--- config.mk ---
export PLATFORM = sky130hd
export DESIGN_NAME = hex_mult_sequencer
export DESIGN_NICKNAME = d
export VERILOG_FILES = /design/src/rtl/hex_mult_sequencer.sv
export SDC_FILE = /design/constraint.sdc
export NUM_CORES = 1
export LEC_CHECK = 0
export BUFFER_PORTS_ARGS = -buffer_cell sky130_fd_sc_hd__buf_2
export CORE_MARGIN = 10
export CORE_UTILIZATION = 51
export DETAILED_ROUTE_END_ITERATION = 7
export PLACE_DENSITY = 0.78
export SLEW_MARGIN = 25
export SYNTH_ARGS = -nofsm -noshare
export SYNTH_HDL_FRONTEND = slang
export SYNTH_SLANG_ARGS = --single-unit
--- constraint.sdc ---
create_clock -name clk -period 3 [get_ports clk]
set_input_delay 0.45 -clock clk [delete_from_list [all_inputs] [get_ports clk]]
set_output_delay 0.45 -clock clk [all_outputs]
set_load 0.05 [all_outputs]
--- src/rtl/hex_mult_sequencer.sv ---
// Controller side of the hex multiplier: splits two 2-digit operands into nibbles,
// streams four shifted partial products into the accumulator, then captures the sum.
module hex_mult_sequencer #(
    parameter int NIB = 4
) (
    input  logic               clk,
    input  logic               rst_n,
    input  logic               start,
    input  logic [2*NIB-1:0]   op_a,
    input  logic [2*NIB-1:0]   op_b,
    output logic               busy,
    output logic [2:0]         state,
    output logic               adder_en,
    output logic [4*NIB-1:0]   adder_in,
    output logic               done,
    input  logic [4*NIB:0]     adder_out,
    output logic [4*NIB-1:0]   product,
    output logic               product_valid,
    output logic               product_ovf
);

    localparam int OW = 2 * NIB;
    localparam int AW = 4 * NIB;

    typedef enum logic [2:0] {
        IDLE      = 3'b000,
        COMPUTE_1 = 3'b001,
        COMPUTE_2 = 3'b010,
        COMPUTE_3 = 3'b011,
        COMPUTE_4 = 3'b100,
        FINISH    = 3'b101
    } state_t;

    state_t          state_q, state_d;
    logic [OW-1:0]   a_q, b_q;
    logic            en_d, done_d, load_ops, capture;
    logic [AW-1:0]   in_d;
    logic [AW-1:0]   pp0_in, pp1, pp2, pp3;

    function automatic logic [AW-1:0] ext(input logic [NIB-1:0] x);
        return AW'(x);
    endfunction

    // pp0 comes straight from the inputs because it is issued on the accepting edge,
    // before the operand registers hold the new values.
    assign pp0_in = ext(op_a[NIB-1:0]) * ext(op_b[NIB-1:0]);
    assign pp1    = (ext(a_q[NIB-1:0]) * ext(b_q[OW-1:NIB])) << NIB;
    assign pp2    = (ext(a_q[OW-1:NIB]) * ext(b_q[NIB-1:0])) << NIB;
    assign pp3    = (ext(a_q[OW-1:NIB]) * ext(b_q[OW-1:NIB])) << (2 * NIB);

    assign state   = state_q;
    assign busy    = (state_q != IDLE);
    assign capture = (state_q == FINISH);

    always_comb begin
        state_d  = state_q;
        en_d     = 1'b0;
        in_d     = '0;
        done_d   = 1'b0;
        load_ops = 1'b0;
        case (state_q)
            IDLE: begin
                if (start) begin
                    state_d  = COMPUTE_1;
                    en_d     = 1'b1;
                    in_d     = pp0_in;
                    load_ops = 1'b1;
                end
            end
            COMPUTE_1: begin
                state_d = COMPUTE_2;
                en_d    = 1'b1;
                in_d    = pp1;
            end
            COMPUTE_2: begin
                state_d = COMPUTE_3;
                en_d    = 1'b1;
                in_d    = pp2;
            end
            COMPUTE_3: begin
                state_d = COMPUTE_4;
                en_d    = 1'b1;
                in_d    = pp3;
            end
            COMPUTE_4: begin
                state_d = FINISH;
                done_d  = 1'b1;
            end
            FINISH:  state_d = IDLE;
            default: state_d = IDLE;
        endcase
    end

    // The accumulator clears on the FINISH edge; both sides see the pre-edge sum.
    always_ff @(posedge clk or negedge rst_n) begin
        if (!rst_n) begin
            state_q       <= IDLE;
            adder_en      <= 1'b0;
            adder_in      <= '0;
            done          <= 1'b0;
            a_q           <= '0;
            b_q           <= '0;
            product       <= '0;
            product_valid <= 1'b0;
            product_ovf   <= 1'b0;
        end else begin
            state_q       <= state_d;
            adder_en      <= en_d;
            adder_in      <= in_d;
            done          <= done_d;
            product_valid <= capture;
            if (load_ops) begin
                a_q <= op_a;
                b_q <= op_b;
            end
            if (capture) begin
                product     <= adder_out[AW-1:0];
                product_ovf <= adder_out[AW];
            end
        end
    end

endmodule

==> results of run 1 <==
## per-stage QoR
| step | power (uW) | setup TNS [ns] | utilization [%] | instance area (um2) |
|---|---|---|---|---|
| final | 4830 | 0 | 63.08 | 4624 |
| after detailed placement | 4106 | -0.006876 | 59.79 | 4383 |
| after CTS | 4677 | 0 | 61.61 | 4517 |
| after floorplan | 3384 | 0 | - | 3870 |
| after global routing | 5217 | -0.1121 | 63.08 | 4624 |
| after global placement | 4022 | 0 | 59.79 | 4383 |
## layout make-up
type / instances / area [um2]
clock buffer: 6 / 72.57
clock inverter: 2 / 38.79
fill: 610 / 2706
inverter: 29 / 108.9
multi-input combinational: 294 / 2406
sequential: 55 / 1379
tap: 99 / 123.9
timing repair buffer: 91 / 495.5
## critical path, cell delays in order (launching register included)
cell	delay [ns]
dfrtp_1	0.42
nand2_2	0.07
fa_1	0.49
fa_1	0.58
inv_2	0.07
ha_4	0.22
a211oi_4	0.27
o21bai_1	0.11
a21oi_1	0.19
xor2_1	0.12
o41ai_2	0.33
## registers in the layout (all words and copies together) (netlist names), 3 cells and up
| signal | flops |
|---|---|
| adder_in | 16 |
| state | 3 |
| a_q | 8 |
| b_q | 8 |
| product | 16 |
## layer usage
layer,GRT usage [%],vias up
li1,-,1464
met1,18.64,1433
met2,26.88,66
met3,3.234,10
met4,4.352,0
met5,0,-
## layout by cell type (no fill, tap or decap), types with 3 or more instances in the layout
cell / instances
mux2_1: 8
xor2_1: 9
mux2_4: 9
a22oi_1: 3
nand2_2: 3
xnor2_1: 3
inv_2: 3
ha_1: 46
buf_4: 16
and2_1: 45
a21oi_1: 9
fa_1: 14
inv_1: 26
nand3_1: 7
a21o_1: 3
nand2_1: 69
nor3_1: 3
and3_1: 3
dfrtp_1: 53
nor2_1: 12
o21ai_1: 5
clkbuf_8: 5
o21ai_0: 4
buf_2: 75
## power by group through the flow
stage / combinational, uW / sequential, uW / clock (uW)
6_report: 3010 / 1320 / 501
5_1_grt: 3320 / 1360 / 538
3_5_place_dp: 2770 / 1330 / 0
3_3_place_gp: 2710 / 1310 / 0
2_1_floorplan: 1440 / 1950 / 0
4_1_cts: 2860 / 1310 / 511
## kinds of logic after synthesis
kind of cell	count (synthesis)
mux	17
fa+ha+maj	64
compound gates	43
flops	55
xor+xnor	12
simple gates	158
buf+inv	38
## what timing repair did
item                                    CTS  global route
gates cloned                              0             0
setup buffers                             3             4
gates resized for setup                   0            17
endpoints found under the setup margin    2             5
hold endpoints to repair                  0             0
pin swaps                                 1            15
## worst paths after layout
path / start / end / slack (ns) / cells after the start
min in group clk: op_a[5] / a_q[5] / 0.32 / 3
max in group asynchronous: rst_n / b_q[6] / 2.26 / 2
min reg2reg: product[2] / product[2] / 0.50 / 1
max: a_q[4] / adder_in[11] / 0.02 / 10
min: rst_n / state[1] / 0.25 / 2
max reg2reg: a_q[4] / adder_in[11] / 0.02 / 10
==> summary.txt, run 1 <==
Die
  – Die area: 0.01147 mm2
  – Die width: 107.1 um
  – Initial Util: roughly 53%
  – Number of core rows: 31
  – Die height: 107.1 um
  – Core ar.: 0.007331 mm2
  – IO Count: 76

Global route
  – Vias in the first global route: 3128
  – First-pass GRT wire length: 14.79 mm
  – Total GRT Usage: 15.40%
  – Initial antenna violation count: 0
  – Pin count of the biggest net entering global routing: 56
  – Total gr overflow: 0

Detailed routing
  – Antenna Nets Post-Route: 0
  – Routed len/inst: approximately 15 um
  – DRC: 0
  – Vias: 2973
  – Iter 0 DRT Violations: about 100
  – Max layer used: met4
  – Wl on met1: approximately 3.7 mm
  – Vias per cell: 5.161
  – Metal3 WL: 508 um
  – 1st-pass router iterations: 4
  – Final wirelength: approximately 8.8 mm
  – Met2 WL: roughly 4.6 mm

Clocking
  – CTS tree: yes
  – Clk sink count: between 50 and 60
  – Clock-pin slew of the registers on the worst-case setup and hold paths: 0.10 ns
  – H-Tree Depth: 2
  – Num CTS Buffers: 5
  – Clock Path Buffers: 2
  – Clk_lat worst skew: 0.31 ns
  – Root buffer cell: clkbuf_8
  – Post-CTS Hold Fix Bufs: 0

Timing
  – Setup ws final: 0.02281 ns
  – Crit path time final: 2.977 ns
  – WHS: 0.2541 ns
  – Count of final hold-check violations: 0
  – Slew headroom: ~56%
  – Final setup fails: 0
  – Max-slew violations: 0
  – Fmax: 335.9 MHz
  – Worst Max-Slew Pin Slew: 0.6662 ns
  – Post-Route Skew: between 0.008 and 0.009 ns
  – Post-route clock period utilization: 99.24%

Logic synthesis
  – Syn nets: around 490
  – Cell area after synthesis: a little under 0.004 mm2
  – EDFF count, synth: 0
  – Synth Area in Compound Gates: ~7%
  – Sequential element share of the synthesized area: 35.56%
  – Post-synth top flop: dfrtp_1
  – #FFs+latches synth: 55
  – Syn. warnings: 0
  – XOR/XNOR share of the synthesized area: 2.716%
  – Synth Area in Adders: 23.80%
  – Post-synth top area share: 35.56%
  – Synth Area in Simple Gates: between 20% and 30%
  – Most common cell in the netlist: nand2_1
  – Cell variety after synth: 46
  – Avg Inst Size Synth: 10.00 um2
  – Post-synth top area cell: dfrtp_1
  – Most frequent cells after synthesis: nand2_1 (72), dfrtp_1 (55), ha_1 (48), and2_1 (45), inv_1 (27)
  – Multiplexer share of the synthesized area: 5.820%
  – Synth top area cells: dfrtp_1 (36%), ha_1 (16%), fa_1 (8.3%), and2_1 (7.3%), nand2_1 (7.0%)
  – Largest family of logic cells by synthesized area: adder cells
  – Synth async-reset ratio: 100.0%
  – Syn Inst Count: about 390

Power and ir drop
  – Lkg Pwr: 0.002535 uW
  – Switching part of the total: 50.46%
  – Gate power share: slightly above 60%
  – Sw power: 2437 uW
  – Sequential share of power: 27.3%
  – Clk pwr share: 10.4%
  – Int Pwr: 2393 uW
  – Worst vdd ir: 0.4175 mV
  – Pwr per Cell Area: 1044 mW/mm2

Worst setup path
  – Critical Path Fanout Max: 3
  – Critical path class: reg2reg
  – Worst setup EP type: register
  – Critical Path Source Type: register
  – Crit path DAT: roughly 3.2 ns
  – Worst path required time: between 3 and 4 ns

Finish
  – Fin nets: approximately 580
  – Share of layout cells above drive strength 1: 27.46%
  – Fin cells: around 580
  – Synth-to-layout area growth: 19.50%
  – ANT cells: 0

Placed design
  – Placement Setup Slack: -0.006876 ns
  – HPWL Detailed: 6.885 mm
  – RD Place Congestion: between 0.8 and 0.9
  – Placed insts: roughly 560
  – I/O Buffers: 75

Hold path
  – Hold Path Class: in2async

Run status
  – Outcome: finished clean

Run
  – Max cap viols: 0
Note: power is estimated with default switching activity, not from simulation.
==> run 2: changes to the inputs <==
Settings changed: CORE_ASPECT_RATIO from default to 2.
==> summary.txt, run 2 (synthesis results as in run 1) <==
Die
  – Die height: 143.2 um (+34%)
  – IO Count: 76 (unchanged)
  – Initial Util: 52.85% (+0.063 points)
  – Die width: 81.60 um (-24%)
  – Number of core rows: 44 (+42%)
  – Core ar.: 0.007322 mm2 (-0.12%)
  – Die area: 0.01168 mm2 (+1.8%)

Finish
  – Fin cells: 570 (-1.0%)
  – Most frequent cells in the layout: buf_2 (75), nand2_1 (71), dfrtp_1 (53)
  – Share of layout cells above drive strength 1: 26.57% (-0.89 points)
  – Final Util: 63.72% (+0.64 points)
  – ANT cells: 0 (unchanged)
  – Fin nets: 577 (+0.17%)
  – Register area: 0.001379 mm2 (unchanged)
  – Largest regs: adder_in (16), product (16)
  – Most common cell after layout, fill and taps aside: buf_2
  – Synth-to-layout area growth: 20.56%
  – Area of the multi-input gates: 0.002382 mm2 (-0.99%)
  – Fillers: 592 (-3.0%)

Power and ir drop
  – Clk pwr share: 13.7% (+3.3 points)
  – Gate power share: 59.7% (-2.6 points)
  – Worst vdd ir: 0.3928 mV (-5.9%)
  – Sequential share of power: 26.6% (-0.7 points)
  – Sw power: 2458 uW (+0.87%)
  – Pwr per Cell Area: 1071 mW/mm2 (+2.5%)
  – Int Pwr: 2536 uW (+6.0%)
  – Switching part of the total: 49.22% (-1.2 points)
  – Lkg Pwr: 0.002568 uW (+1.3%)

Clocking
  – Clk sink count: 55 (unchanged)
  – Root buffer cell: clkbuf_16
  – H-Tree Depth: 2 (unchanged)
  – Clock Path Buffers: 2 (unchanged)
  – Clk_lat worst skew: 0.30 ns (about the same)
  – Num CTS Buffers: 5 (unchanged)
  – Post-CTS Hold Fix Bufs: 0 (unchanged)
  – CTS tree: yes
  – Clock-pin slew of the registers on the worst-case setup and hold paths: 0.07 ns (-0.03 ns)

Run
  – Max cap viols: 0 (unchanged)

Global route
  – Total GRT Usage: 16.47% (+1.1 points)
  – GRT Max-Usage Layer: met2
  – Initial antenna violation count: 0 (unchanged)
  – Total gr overflow: 0 (unchanged)
  – First-pass GRT wire length: 14.99 mm (+1.4%)
  – Pin count of the biggest net entering global routing: 56 (unchanged)
  – Vias in the first global route: 3270 (+4.5%)
  – Global Route met2 Usage: 30.70% (+3.8 points)
  – Met1 usage: 14.60% (-4.0 points)
  – Grt met3 use: 3.774% (+0.54 points)

Placed design
  – HPWL Detailed: 7.518 mm (+9.2%)
  – Placement Setup Slack: -0.04633 ns (-0.03945 ns)
  – I/O Buffers: 75 (unchanged)
  – RD Place Congestion: 0.9418 (+9.8%)
  – Placed insts: 556 (-0.89%)

Timing
  – Setup ws final: 0.1155 ns (+0.09273 ns)
  – Post-route clock period utilization: 96.15% (-3.1 points)
  – Max-slew violations: 0 (unchanged)
  – Worst Max-Slew Pin Slew: 0.6652 ns (-0.0009260 ns)
  – Post-Route Skew: 0.005809 ns (-0.002808 ns)
  – Fmax: 346.7 MHz (+3.2%)
  – Crit path time final: 2.884 ns (-0.09273 ns)
  – WHS: 0.2650 ns (+0.01083 ns)
  – Slew headroom: 55.65% (+0.062 points)
  – Count of final hold-check violations: 0 (unchanged)
  – Fin Setup TNS: 0 ns (unchanged)
  – Final setup fails: 0 (unchanged)

Worst setup path
  – Delay-heaviest family, CP: adder cells
  – Crit path DAT: 3.12 ns (-0.06 ns)
  – Worst setup EP type: register
  – Crit path top cell by count: fa_1
  – Critical path class: reg2reg
  – Critical Path Fanout Max: 8 (+5)
  – Max stage delay on crit path: 0.58 ns (about the same)
  – Critical Path Source Type: register
  – Critical path's slowest cell: fa_1
  – Crit path cell chain: buf_4, nand2_1, fa_1, fa_1, inv_1, ha_1, a21o_1, a21oi_1, or4_1, nand3_1
  – Worst path required time: 3.24 ns (+0.04 ns)
  – Crit path buf inv count: 2 (+1)

Detailed routing
  – Antenna Nets Post-Route: 0 (unchanged)
  – DRC: 0 (unchanged)
  – 1st-pass router iterations: 4 (unchanged)
  – Routed len/inst: 16.20 um (+5.8%)
  – Vias per cell: 5.381 (+4.2%)
  – Final wirelength: 9.232 mm (+4.7%)
  – Iter 0 DRT Violations: 132 (+33%)
  – Vias: 3067 (+3.2%)

Hold path
  – Hold Path Class: in2async

Run status
  – Outcome: finished clean
-- run 2: changes by cell type in the layout (fill, tap and decap cells not counted), moves of 2 or more --
cell       delta
clkbuf_16     +5
clkbuf_8      -4
nand2_1       +2
nand2_2       -2
-- run 2: layer usage --
| metal | up-vias | wire [um] |
|---|---|---|
| met1 | 1463 | 3018 |
| met5 | - | 0 |
| met2 | 102 | 5066 |
| met3 | 35 | 615 |
| li1 | 1467 | - |
| met4 | 0 | 532 |
-- run 2: what timing repair did --
item,in CTS,in global routing
pin swaps,0,12
gates resized for setup,1,10
setup endpoints to repair,1,4
setup buffers,0,6
-- run 2: area by class of cell --
cell class                      count  area share, %
Clock buffer                        6          2.977
Clock inverter                      2         0.8313
Inverter                           29          2.333
Multi-Input combinational cell    294          51.06
Sequential cell                    55          29.55
Tap cell                           92          2.467
Timing Repair Buffer               92          10.78
-- run 2: final timing paths --
kind                            slack, ns  cells past startpoint      endpoint   startpoint
worst max-delay path                 0.12                     10  adder_in[15]       a_q[4]
worst min-delay path                 0.26                      2   adder_in[0]        rst_n
worst max register to register       0.12                     10  adder_in[15]       a_q[4]
worst min register to register       0.49                      1   product_ovf  product_ovf
max in group asynchronous            2.26                      2        a_q[6]        rst_n
min in group clk                     0.34                      3        b_q[5]      op_b[5]
-- run 2: power by group through the flow --
stage               registers, uW  logic, uW  clock network (uW)
finish                       1330       2980                 685
CTS                          1330       2850                 699
detailed placement           1340       2820                   0
global placement             1320       2740                   0
floorplan                    1950       1440                   0
global route                 1380       3250                 729
-- run 2: metrics by stage --
stage | power, uW | cell area, um2
after detailed placement | 4165 | 4389
after global routing | 5360 | 4666
final | 4995 | 4666
after CTS | 4879 | 4574
after floorplan | 3384 | 3870
after global placement | 4061 | 4389
